`config.mk`:
```
export PLATFORM = sky130hd
export DESIGN_NAME = cpu_controller
export DESIGN_NICKNAME = d
export VERILOG_FILES = /design/src/rtl/cpu_controller_pkg.sv /design/src/rtl/cpu_controller_cond_eval.sv /design/src/rtl/cpu_controller.sv
export SDC_FILE = /design/constraint.sdc
export NUM_CORES = 1
export LEC_CHECK = 0
export BUFFER_PORTS_ARGS = -buffer_cell sky130_fd_sc_hd__buf_2
export CAP_MARGIN = 10
export CORE_ASPECT_RATIO = 1.25
export CORE_MARGIN = 2
export CORE_UTILIZATION = 45
export CTS_CLUSTER_DIAMETER = 80
export CTS_CLUSTER_SIZE = 25
export DETAILED_ROUTE_END_ITERATION = 10
export PLACE_DENSITY = 0.84
export SLEW_MARGIN = 20
export SYNTH_ARGS = -nofsm -noshare
export SYNTH_HDL_FRONTEND = slang
export SYNTH_SLANG_ARGS = --single-unit
```
`constraint.sdc`:
```
create_clock -name clk -period 2.2 [get_ports clk]
set_input_delay 0.33 -clock clk [delete_from_list [all_inputs] [get_ports clk]]
set_output_delay 0.33 -clock clk [all_outputs]
set_load 0.05 [all_outputs]
```
`src/rtl/cpu_controller_pkg.sv`:
```
// Shared encodings for the CPU control FSM: states, opcode/ext constants,
// ALU op, branch condition codes and PSR flag positions.
package cpu_controller_pkg;

  typedef enum logic [2:0] {
    S_FETCH,
    S_FETCH_WAIT,
    S_DECODE,
    S_EXEC,
    S_LD_ADDR,
    S_LD_WB,
    S_ST
  } state_t;

  localparam logic [3:0] OP_RTYPE  = 4'b0000;
  localparam logic [3:0] OP_MEM    = 4'b0100;
  localparam logic [3:0] OP_BCOND  = 4'b1100;
  localparam logic [3:0] OP_CMPI   = 4'b1011;

  localparam logic [3:0] EXT_LOAD  = 4'b0000;
  localparam logic [3:0] EXT_STOR  = 4'b0100;
  localparam logic [3:0] EXT_JAL   = 4'b1000;
  localparam logic [3:0] EXT_JCOND = 4'b1100;
  localparam logic [3:0] EXT_CMP   = 4'b1011;

  localparam logic [5:0] ALU_ADD   = 6'h05;

  localparam logic [1:0] PC_SRC_ALU  = 2'd0;
  localparam logic [1:0] PC_SRC_REGB = 2'd1;
  localparam logic [1:0] PC_SRC_INC  = 2'd2;

  localparam logic [1:0] RWS_ALU = 2'd0;
  localparam logic [1:0] RWS_MEM = 2'd1;
  localparam logic [1:0] RWS_PC1 = 2'd2;

  localparam logic [3:0] COND_EQ = 4'h0;
  localparam logic [3:0] COND_NE = 4'h1;
  localparam logic [3:0] COND_CS = 4'h2;
  localparam logic [3:0] COND_CC = 4'h3;
  localparam logic [3:0] COND_HI = 4'h4;
  localparam logic [3:0] COND_LS = 4'h5;
  localparam logic [3:0] COND_GT = 4'h6;
  localparam logic [3:0] COND_LE = 4'h7;
  localparam logic [3:0] COND_FS = 4'h8;
  localparam logic [3:0] COND_FC = 4'h9;
  localparam logic [3:0] COND_LO = 4'hA;
  localparam logic [3:0] COND_HS = 4'hB;
  localparam logic [3:0] COND_LT = 4'hC;
  localparam logic [3:0] COND_GE = 4'hD;
  localparam logic [3:0] COND_UC = 4'hE;
  localparam logic [3:0] COND_NV = 4'hF;

  localparam int PSR_C = 0;
  localparam int PSR_L = 2;
  localparam int PSR_F = 5;
  localparam int PSR_Z = 6;
  localparam int PSR_N = 7;

endpackage

```
`src/rtl/cpu_controller_cond_eval.sv`:
```
// Branch/jump condition evaluator: condition code in A_index against PSR flags.
module cond_eval
  import cpu_controller_pkg::*;
#(
  parameter int REG_BITS = 4,
  parameter int WIDTH    = 16
) (
  input  logic [REG_BITS-1:0] A_index,
  input  logic [WIDTH-1:0]    psr_flags,
  output logic                taken
);

  logic c, l, f, z, n;
  logic unused_flags;

  assign c = psr_flags[PSR_C];
  assign l = psr_flags[PSR_L];
  assign f = psr_flags[PSR_F];
  assign z = psr_flags[PSR_Z];
  assign n = psr_flags[PSR_N];
  assign unused_flags = ^psr_flags;

  always_comb begin
    taken = 1'b0;
    case (4'(A_index))
      COND_EQ: taken = z;
      COND_NE: taken = !z;
      COND_CS: taken = c;
      COND_CC: taken = !c;
      COND_HI: taken = l;
      COND_LS: taken = !l;
      COND_GT: taken = n;
      COND_LE: taken = !n;
      COND_FS: taken = f;
      COND_FC: taken = !f;
      COND_LO: taken = !l && !z;
      COND_HS: taken = l || z;
      COND_LT: taken = !n && !z;
      COND_GE: taken = n || z;
      COND_UC: taken = 1'b1;
      default: taken = 1'b0;
    endcase
  end

endmodule

```
`src/rtl/cpu_controller.sv`:
```
// Multi-cycle control FSM: fetch over sync memory, decode, then exec/mem/writeback.
// Strobes are Moore outputs of state plus the instruction fields latched in DECODE.
module cpu_controller
  import cpu_controller_pkg::*;
#(
  parameter int ALU_CONT_BITS    = 6,
  parameter int OP_CODE_BITS     = 4,
  parameter int EXT_OP_CODE_BITS = 4,
  parameter int REG_BITS         = 4,
  parameter int WIDTH            = 16
) (
  input  logic                        clk,
  input  logic                        reset,
  input  logic [OP_CODE_BITS-1:0]     op_code,
  input  logic [EXT_OP_CODE_BITS-1:0] ext_op_code,
  input  logic [REG_BITS-1:0]         A_index,
  input  logic [WIDTH-1:0]            psr_flags,
  output logic                        reg_write,
  output logic                        alu_A_src,
  output logic                        alu_B_src,
  output logic                        pc_en,
  output logic [1:0]                  pc_src,
  output logic [1:0]                  reg_write_src,
  output logic                        loading,
  output logic                        storing,
  output logic                        mem_we,
  output logic                        instruction_en,
  output logic [ALU_CONT_BITS-1:0]    alu_cont,
  output logic                        instr_done
);

  state_t                      state, state_nxt;
  logic [OP_CODE_BITS-1:0]     op_q;
  logic [EXT_OP_CODE_BITS-1:0] ext_q;
  logic [REG_BITS-1:0]         cond_q;
  logic                        taken;

  cond_eval #(.REG_BITS(REG_BITS), .WIDTH(WIDTH)) u_cond (
    .A_index  (cond_q),
    .psr_flags(psr_flags),
    .taken    (taken)
  );

  always_ff @(posedge clk) begin
    if (reset) begin
      state  <= S_FETCH;
      op_q   <= '0;
      ext_q  <= '0;
      cond_q <= '0;
    end else begin
      state <= state_nxt;
      if (state == S_DECODE) begin
        op_q   <= op_code;
        ext_q  <= ext_op_code;
        cond_q <= A_index;
      end
    end
  end

  always_comb begin
    state_nxt = S_FETCH;
    case (state)
      S_FETCH:      state_nxt = S_FETCH_WAIT;
      S_FETCH_WAIT: state_nxt = S_DECODE;
      S_DECODE: begin
        if (op_code == OP_MEM && ext_op_code == EXT_LOAD)      state_nxt = S_LD_ADDR;
        else if (op_code == OP_MEM && ext_op_code == EXT_STOR) state_nxt = S_ST;
        else                                                   state_nxt = S_EXEC;
      end
      S_LD_ADDR:    state_nxt = S_LD_WB;
      default:      state_nxt = S_FETCH;
    endcase
  end

  // Outputs are forced to their idle values while reset is high so an
  // aborted instruction cannot write on the reset edge.
  always_comb begin
    reg_write      = 1'b0;
    alu_A_src      = 1'b1;
    alu_B_src      = 1'b0;
    pc_en          = 1'b0;
    pc_src         = PC_SRC_INC;
    reg_write_src  = RWS_ALU;
    loading        = 1'b0;
    storing        = 1'b0;
    mem_we         = 1'b0;
    instruction_en = 1'b0;
    alu_cont       = '0;
    instr_done     = 1'b0;
    if (!reset) begin
      case (state)
        S_FETCH_WAIT: instruction_en = 1'b1;
        S_LD_ADDR:    loading = 1'b1;
        S_LD_WB: begin
          loading       = 1'b1;
          reg_write     = 1'b1;
          reg_write_src = RWS_MEM;
          pc_en         = 1'b1;
          instr_done    = 1'b1;
        end
        S_ST: begin
          storing    = 1'b1;
          mem_we     = 1'b1;
          pc_en      = 1'b1;
          instr_done = 1'b1;
        end
        S_EXEC: begin
          pc_en      = 1'b1;
          instr_done = 1'b1;
          if (op_q == OP_RTYPE) begin
            alu_cont  = ALU_CONT_BITS'({2'b00, ext_q});
            reg_write = (ext_q != EXT_CMP);
          end else if (op_q == OP_BCOND) begin
            alu_A_src = 1'b0;
            alu_B_src = 1'b1;
            alu_cont  = ALU_CONT_BITS'(ALU_ADD);
            pc_src    = taken ? PC_SRC_ALU : PC_SRC_INC;
          end else if (op_q == OP_MEM) begin
            // load/store never reach EXEC; anything else unlisted is a NOP
            case (ext_q)
              EXT_JAL: begin
                reg_write     = 1'b1;
                reg_write_src = RWS_PC1;
                pc_src        = PC_SRC_REGB;
              end
              EXT_JCOND: pc_src = taken ? PC_SRC_REGB : PC_SRC_INC;
              default: ;
            endcase
          end else begin
            alu_B_src = 1'b1;
            alu_cont  = ALU_CONT_BITS'({2'b01, op_q});
            reg_write = (op_q != OP_CMPI);
          end
        end
        default: ;
      endcase
    end
  end

endmodule
```
### Word-level counts from Yosys, hierarchy flattened

Cells that the tools add are included.

* logic and storage cells: 95
* register bits after elaboration: 15

* eq/ne operators: 28
* reduce and logical (&&, ||, !) cells: 17
* multiplexer cells: 46

Operators with widths (number)
* $eq A4 B4 Y1 const B: 10
* $eq A4 B3 Y1 const B: 7
* $mux W5: 5
* $mux W2: 12
* $mux W1: 22
* $pmux W1 S15: 1
* $logic_not A4 Y1: 3
* $pmux W3 S4: 1
* $eq A3 B3 Y1 const B: 3
* $eq A4 B2 Y1 const B: 2
* $ne A4 B4 Y1 const B: 2
* $pmux W2 S2: 2
* $eq A3 B2 Y1 const B: 2
* $mux W3: 2
* $logic_not A1 Y1: 5
* $eq A4 B1 Y1 const B: 1
* $logic_and A1 B1 Y1: 4
* $eq A3 B1 Y1 const B: 1
* $logic_not A3 Y1: 1
* $reduce_or A3 Y1: 1
* $logic_or A1 B1 Y1: 2
* $pmux W1 S2: 1
* $reduce_or A2 Y1: 1

### Logic depth before layout (Yosys ltp)

Gate-level depths: netlist (run 1).

* word-level depth: 10
* depth in mapped cells: 6

### Modules after synthesis

From an unflattened synthesis (run 1), not the netlist that was laid out.

* cell total of the unflattened synthesis: 131
* area, all modules: 1068.5 um^2

Modules (own cells, without submodules)
* cpu_controller: area an instance 888.4 um^2, cells each 106, instances 1
* cond_eval: area an instance 180.2 um^2, cells each 25, instances 1

### Worst setup path before layout (run 1)

OpenSTA, ideal clock, no wires.

* path type: input -> output
* from: in reset
* to: out reg_write
* arrival: 2.077 ns
* path buffers: 1
* path slack: -0.207 ns
* cell stages on the path: 4
* path through: clkbuf_1 -> nor2_1 -> nand3_1 -> o31ai_1

* longest elaborated chain between the ends: 1

RTL lines
* from (decl): line cpu_controller.sv:13 `input logic reset,`
* $mux W1: line cpu_controller.sv:90 `if (!reset) begin`
* to (decl): line cpu_controller.sv:18 `output logic reg_write,`

Every way passes these cells.

### Worst setup path after layout (run 1)

* from: reg op_q[3]
* to: out reg_write

* longest elaborated chain between the ends: 6
* elaborated cells between the ends (all ways): 9
* classes of those cells: eq/ne (3); mux (5); reduce/logical (1)

RTL lines
* from (decl): line cpu_controller.sv:33 `logic [OP_CODE_BITS-1:0] op_q;`
* from (signal assigned): line cpu_controller.sv:53 `op_q <= op_code;`
* $ne A4 B4 Y1 / $eq A4 B3 Y1 (equally long branches): line cpu_controller.sv:132, cpu_controller.sv:118
* $mux W1: line cpu_controller.sv:118 `end else if (op_q == OP_MEM) begin`
* $mux W1: line cpu_controller.sv:113 `end else if (op_q == OP_BCOND) begin`
* $mux W1 *: line cpu_controller.sv:110 `if (op_q == OP_RTYPE) begin`
* $pmux W1 S2 *: line cpu_controller.sv:91 `case (state)`
* $mux W1 *: line cpu_controller.sv:90

Every way passes the cells marked *; elsewhere a longest branch is shown, timed or not.

==> summary.txt, run 1 <==
Outcome
  – Status: finished, final reports clean

STA
  – Finish-stage setup viols: 0
  – Max Clk Rate: ~0.47 GHz
  – Fin Hold WS: 0.289 ns
  – RSZ-0062 raised after global routing: true
  – Fin crit period: about 2.1 ns
  – Final hold violations: 0
  – Setup Skew: 0.00112 ns
  – Part of the cycle the worst path needs: between 90% and 100%
  – Max Transition Viols Final: 0

CTS
  – Max H-tree Level: 1
  – Clock slew at reported path FFs: about 0.09 ns
  – CTS sink cnt: 15
  – Root Driver: clkbuf_4
  – Clock Path Buffers: 2
  – Clock latency on the worst-skew pair: about 0.28 ns
  – Post-CTS Hold Buffers: 0
  – CTS tree: done
  – CTS Buf Count: 3

Global route
  – GRT busiest layer: met2
  – Met1 Track Usage GR: ~23%
  – First-pass GRT wire length: 4.15 mm
  – GRT met2 Usage: a little under two fifths
  – Vias in the first global route: 1005
  – Initial antenna violation count: 0
  – Largest net degree at the start of global routing: 18
  – Grt total ovfl: 0
  – GRT Overall Usage: about a fifth
  – M3 GR Usage: 3.12%

Placed design
  – Dpl hpwl: ~2.0 mm
  – Dpl cells: between 150 and 200
  – RePlAce Congestion: between 0.8 and 0.9
  – Count of input and output buffers: 36

Floorplanning
  – Rows: 19
  – Die area: between 2000 and 3000 um2
  – Die Width: around 47 um
  – # IOs: between 40 and 50
  – Initial Util: between 40 and 50%
  – Core area: around 2200 um2
  – Die Ht: about 58 um

Final layout
  – Layout cells sized above 1: 36.3%
  – Area grow syn2layout: 26.9%
  – NumNets Final: 199
  – Area of the multi-input gates: slightly above 700 um2
  – Most common cell after layout, fill and taps aside: buf_2
  – Post-Layout Cell Count: around 200
  – Layout fillers: between 200 and 250
  – Ant. Diodes: 0
  – Most frequent cells in the layout: buf_2 (33), nor2_1 (30), mux2i_1 (14)
  – Register area: between 300 and 400 um2

Critical path
  – Critical path class: reg2out
  – R2r endpoint: cond_q[3]$_SDFFE_PP0P_
  – Critical Path AT: 1.79 ns
  – Max stage delay on crit path: 0.43 ns
  – Cells along the critical path: nor2_2, nand3b_1, a21oi_1, nor4_1, o31ai_2, clkbuf_4
  – Worst Path Max Fanout: 11
  – Setup crit start: op_q[3]$_SDFFE_PP0P_
  – R2R Setup Slk: about 0.88 ns
  – Crit end category: output pin
  – RR Startpoint: state[1]$_SDFF_PP0_
  – Critical-path top delay cell: dfxtp_1
  – Critical path required time: roughly 1.9 ns
  – Startpoint Class: flop
  – Worst Reg-to-Reg Cells: 5

Power and ir drop
  – Net Sw Power: between 0.15 and 0.2 mW
  – Sw Ratio: 31.1%
  – Sequential Power Share: between 50% and 60%
  – Max VDD drop: ~0.00040 V
  – Clock power share: roughly a quarter
  – Pwr Density: approximately 450 nW/um2
  – Leakage: between 0.5 and 0.6 nW
  – Cell-internal power: 0.411 mW
  – Combinational share of power: roughly 22%

Drt
  – First drt pass iteration count: 4
  – DR iter-0 viols: 21
  – Via density: 5.50
  – DR vias: approximately 1100
  – # DRC: 0
  – Final ANT Viol Nets: 0
  – Routed WL per cell: between 10 and 15 um
  – Final WL: 2.66 mm

Synthesis
  – Ys Warns: 0
  – Syn nets: roughly 170
  – Post-synth cell types: 39
  – Mapped Cells: 135
  – Post-synthesis register bit count: 15
  – Register area share after synthesis: between 20% and 30%
  – Syn_area_per_cell: 7.68 um2
  – Post-synth design cell area: about 1000 um2

Worst hold path
  – Hold path startpoint: A_index[0]
  – Worst Hold End: cond_q[0]$_SDFFE_PP0P_
  – Worst min path class: in2reg
  – WHS Path Cells: 3

Flow run
  – Max capacitance violation total: 0
==> through the flow <==
step           instance area, um2  setup WS, ns  utilization, %  setup TNS, ns  power, mW
6_report                     1320        0.0840            60.2              0      0.597
4_1_cts                      1260        0.0109            57.6              0      0.592
2_1_floorplan                1050        0.0103               -              0      0.401
3_5_place_dp                 1220         0.104            55.9              0      0.437
3_3_place_gp                 1220         0.227            55.9              0      0.430
5_1_grt                      1320      -0.00464            60.2       -0.00559      0.631
==> layer usage <==
metal  wire length [um]  part of all wire (%)  up-vias
li1                   -                     -      538
met1               1070                    40      524
met2               1490                    56       31
met3                 93                   3.5        2
met4                  7                  0.26        0
met5                  0                     0        -
==> repair_timing <==
| action | in CTS | in global routing |
|---|---|---|
| resized for setup | 5 | 11 |
| pin swaps | 0 | 2 |
| setup buffers | 0 | 2 |
| setup endpoints to repair | 2 | 3 |
==> how the worst max path moves through the flow <==
| stage | to | slack (ns) | cells after the start |
|---|---|---|---|
| finish | reg_write | 0.08 | 6 |
| global route | pc_src[0] | -0.005 | 6 |
| CTS | pc_src[0] | 0.01 | 6 |
| detailed placement | pc_src[1] | 0.10 | 6 |
| global placement | pc_src[1] | 0.23 | 6 |
| floorplan | pc_en | 0.01 | 4 |
==> state kept, by name, indices dropped and copies added (netlist names) <==
register and cells:
cond_q 4, ext_q 4, state 3, op_q 4
==> layout make-up <==
| class | instances | share of cell area (%) |
|---|---|---|
| multi-input cells | 108 | 54.1 |
| flip-flops and latches | 15 | 23.5 |
| repair buffers | 40 | 17.1 |
| well taps | 31 | 2.95 |
| clock buffers | 3 | 1.71 |
| clock inverters | 1 | 0.380 |
| inverters | 1 | 0.285 |
==> Yosys cell counts, drive strengths merged <==
cell type,count,area (um2)
a2111oi,1,8.76
a211oi,2,15.0
nor2b,1,6.26
nand2,8,30.0
o211ai,2,15.0
mux2i,14,140
buf,6,46.3
a21oi,6,30.0
nor3b,3,22.5
nor2,31,116
nand3b,3,22.5
a31oi,3,18.8
clkbuf,5,18.8
conb,1,3.75
dfxtp,15,300
and2b,1,7.51
o21ai,3,15.0
a31o,1,8.76
o22ai,2,12.5
inv,1,3.75
nor4b,1,8.76
nand3,2,10.0
nand2b,8,52.6
o31a,1,8.76
o31ai,1,7.51
and2,1,6.26
nor3,3,15.0
or2,1,6.26
or4b,1,13.8
nand4b,1,8.76
or2b,1,8.76
nor4,2,27.5
o21a,2,15.0
and3,1,6.26
==> power by group through the flow <==
stage / clock [mW] / sequential [mW] / combinational (mW)
CTS: 0.159 / 0.308 / 0.124
finish: 0.156 / 0.309 / 0.132
detailed placement: 0 / 0.314 / 0.123
global placement: 0 / 0.313 / 0.117
global route: 0.175 / 0.312 / 0.144
floorplan: 0 / 0.301 / 0.100
==> worst max-delay path: cells and delay by family, from the launching register on <==
kind	cells	cell delay [ns]
compound gates	2	0.43
buf+inv	1	0.29
flops	1	0.43
simple gates	3	0.36
==> logic make-up (layout without fill, tap and decap cells) <==
group	count (synthesis)	after routing	synth area share, %
simple gates	69	69	35.6
compound gates	24	24	15.0
flops	15	15	29.0
mux	14	14	13.5
buf+inv	12	45	6.63
other cells	1	1	0.362
Note: power is estimated with default switching activity, not from simulation.
==> run 2, diff against run 1 <==
- CELL_PAD_IN_SITES_DETAIL_PLACEMENT: default -> 1
- CELL_PAD_IN_SITES_GLOBAL_PLACEMENT: default -> 1
- CORE_UTILIZATION: 45 -> 31
- PLACE_DENSITY: 0.84 -> 0.83
==> run 2 against run 1 <==
  * Count of clock-buffer cells in the layout unchanged
  * Maximum frequency rose by 0.24%
  * Total power grew 13%
  * Clock skew rose by 0.0019 ns
  * Die area up 41%
  * Setup slack improved by 0.0050 ns
  * Global-route usage is 2.7 points lower
  * Sequential share of layout area up 0.084 points
  * Routed wire length up 16%
  * Sequential power barely moved
  * Largest cell class unchanged
==> summary.txt, run 2 (same netlist as run 1, synthesis figures left out) <==
Final layout
  – Final core occ: 40.9% (was 60.2%)
  – Layout cells sized above 1: 34.9% (was 36.3%)
  – Layout fillers: 415 (was 225)
  – NumNets Final: 197 (was 199)
  – Area grow syn2layout: 25.9% (was 26.9%)
  – Largest regs: cond_q: 4 flops, ext_q: 4 flops, op_q: 4 flops (unchanged)
  – Most frequent cells in the layout: buf_2 (34), nor2_1 (31), mux2i_1 (14) (was buf_2 (33), nor2_1 (30), mux2i_1 (14))
  – Ant. Diodes: 0 (unchanged)
  – Most common cell after layout, fill and taps aside: buf_2 (unchanged)

STA
  – Max Transition Viols Final: 0 (unchanged)
  – Max Clk Rate: 0.474 GHz (was 0.473 GHz)
  – Fin Hold WS: 0.312 ns (was 0.289 ns)
  – Setup Skew: 0.00306 ns (was 0.00112 ns)
  – Fin crit period: 2.11 ns (was 2.12 ns)
  – Finish-stage setup viols: 0 (unchanged)
  – Final hold violations: 0 (unchanged)
  – TNS Setup: 0 ns (unchanged)
  – Part of the cycle the worst path needs: 96.0% (was 96.2%)
  – RSZ-0062 raised after global routing: false (was true)

Floorplanning
  – Core area: 3190 um2 (was 2190 um2)
  – Die Ht: 68.7 um (was 57.7 um)
  – Initial Util: 32.5% (was 47.4%)
  – Die Width: 55.7 um (was 46.9 um)
  – Rows: 23 (was 19)
  – Die area: 3830 um2 (was 2710 um2)
  – # IOs: 49 (unchanged)

Global route
  – Vias in the first global route: 1148 (was 1005)
  – GRT Overall Usage: 17.2% (was 20.0%)
  – Largest net degree at the start of global routing: 18 (unchanged)
  – Initial antenna violation count: 0 (unchanged)
  – First-pass GRT wire length: 5.22 mm (was 4.15 mm)
  – Grt total ovfl: 0 (unchanged)

Drt
  – DR vias: 1098 (was 1095)
  – Final WL: 3.10 mm (was 2.66 mm)
  – DRT met1 WL: 1.27 mm (was 1.07 mm)
  – First drt pass iteration count: 4 (unchanged)
  – Met3 WL post-DR: 136 um (was 93 um)
  – Final ANT Viol Nets: 0 (unchanged)
  – # DRC: 0 (unchanged)
  – Routed WL per cell: 15.3 um (was 13.4 um)
  – DR WL met2: 1.63 mm (was 1.49 mm)
  – DR iter-0 viols: 29 (was 21)
  – Top Layer Used: met4 (unchanged)
  – Via density: 5.41 (was 5.50)

Power and ir drop
  – Max VDD drop: 0.000364 V (was 0.000396 V)
  – Leakage: 0.534 nW (was 0.542 nW)
  – Pwr Density: 517 nW/um2 (was 454 nW/um2)
  – PnR Total Power: 0.675 mW (was 0.597 mW)

CTS
  – CTS sink cnt: 15 (unchanged)
  – Clock Path Buffers: 2 (unchanged)
  – Root Driver: clkbuf_8 (was clkbuf_4)
  – Postcts setup bufs: 0 (unchanged)
  – Clock slew at reported path FFs: 0.07 ns (was 0.09 ns)
  – Clock latency on the worst-skew pair: 0.26 ns (was 0.28 ns)
  – CTS Buf Count: 3 (unchanged)
  – CTS tree: done (unchanged)
  – Max H-tree Level: 1 (unchanged)

Critical path
  – Worst Path Max Fanout: 10 (was 11)
  – Max stage delay on crit path: 0.43 ns (about the same)
  – RR Startpoint: state[1]$_SDFF_PP0_ (unchanged)
  – Critical path class: reg2out (unchanged)
  – Crit end category: output pin (unchanged)
  – Critical-path top delay cell: dfxtp_2 (was dfxtp_1)
  – Critical Path AT: 1.78 ns (was 1.79 ns)
  – Cells along the critical path: nand2_1, a2111oi_2, a31oi_1, o31a_1, a31o_2, buf_4 (was nor2_2, nand3b_1, a21oi_1, nor4_1, o31ai_2, clkbuf_4)
  – Setup crit start: cond_q[2]$_SDFFE_PP0P_ (was op_q[3]$_SDFFE_PP0P_)
  – Critical path required time: 1.87 ns (about the same)
  – Startpoint Class: flop (unchanged)

Flow run
  – Max capacitance violation total: 0 (unchanged)

Placed design
  – Dpl hpwl: 2.32 mm (was 1.96 mm)
  – RePlAce Congestion: 0.815 (was 0.831)
  – Count of input and output buffers: 36 (unchanged)

Worst hold path
  – Hold path startpoint: A_index[2] (was A_index[0])
  – Worst min path class: in2reg (unchanged)

Outcome
  – Status: finished, final reports clean (unchanged)
## run 2: cell count changes in the layout (fill, tap and decap cells not counted), sizes merged
cell / previous run / this run
clkbuf: 4 / 3
buf: 39 / 38
## run 2: per-stage QoR
step,cell area (um2),std cells,setup slack [ns]
after floorplan,1050,135,0.0103
after global placement,1230,199,0.200
after detailed placement,1230,199,0.119
after CTS,1280,203,0.00826
after global routing,1310,203,0.00338
final,1310,203,0.0890
## run 2: worst paths after layout
kind | end | slack, ns | cells after the start
setup / recovery | pc_src[1] | 0.09 | 6
hold / removal | cond_q[2]$_SDFFE_PP0P_ | 0.31 | 3
setup reg to reg | op_q[1]$_SDFFE_PP0P_ | 0.87 | 5
hold reg to reg | state[0]$_SDFF_PP0_ | 0.51 | 1
## run 2: worst max-delay path, delay by kind of cell, from the launching register on
family,cells,cell delay [ns]
simple gates,1,0.10
compound gates,4,0.82
buf+inv,1,0.18
flops,1,0.43
## run 2: what timing repair did
item,in CTS,in global routing
hold buffers,0,0
hold endpoints to repair,0,0
endpoints found under the setup margin,2,3
gates resized for setup,4,7
## run 2: area by class of cell
cell class | instances | area (um2) | area share, %
flip-flops and latches | 15 | 308 | 23.6
inverters | 1 | 3.75 | 0.287
repair buffers | 38 | 200 | 15.3
clock inverters | 1 | 5.00 | 0.383
clock buffers | 3 | 41.3 | 3.16
multi-input cells | 108 | 702 | 53.7
well taps | 37 | 46.3 | 3.54
## run 2: per-layer routing
layer	vias up	GRT usage [%]
li1	533	-
met1	531	18.4
met2	27	34.2
met3	7	2.61
met4	0	6.71
met5	-	0
## run 2: report_power, final
group | leakage, nW | switching, mW | total, mW | internal (mW)
clock network | 0.0255 | 0.109 | 0.235 | 0.126
registers | 0.124 | 0.0269 | 0.312 | 0.285
logic | 0.385 | 0.0718 | 0.129 | 0.0570
total | 0.534 | 0.207 | 0.675 | 0.468
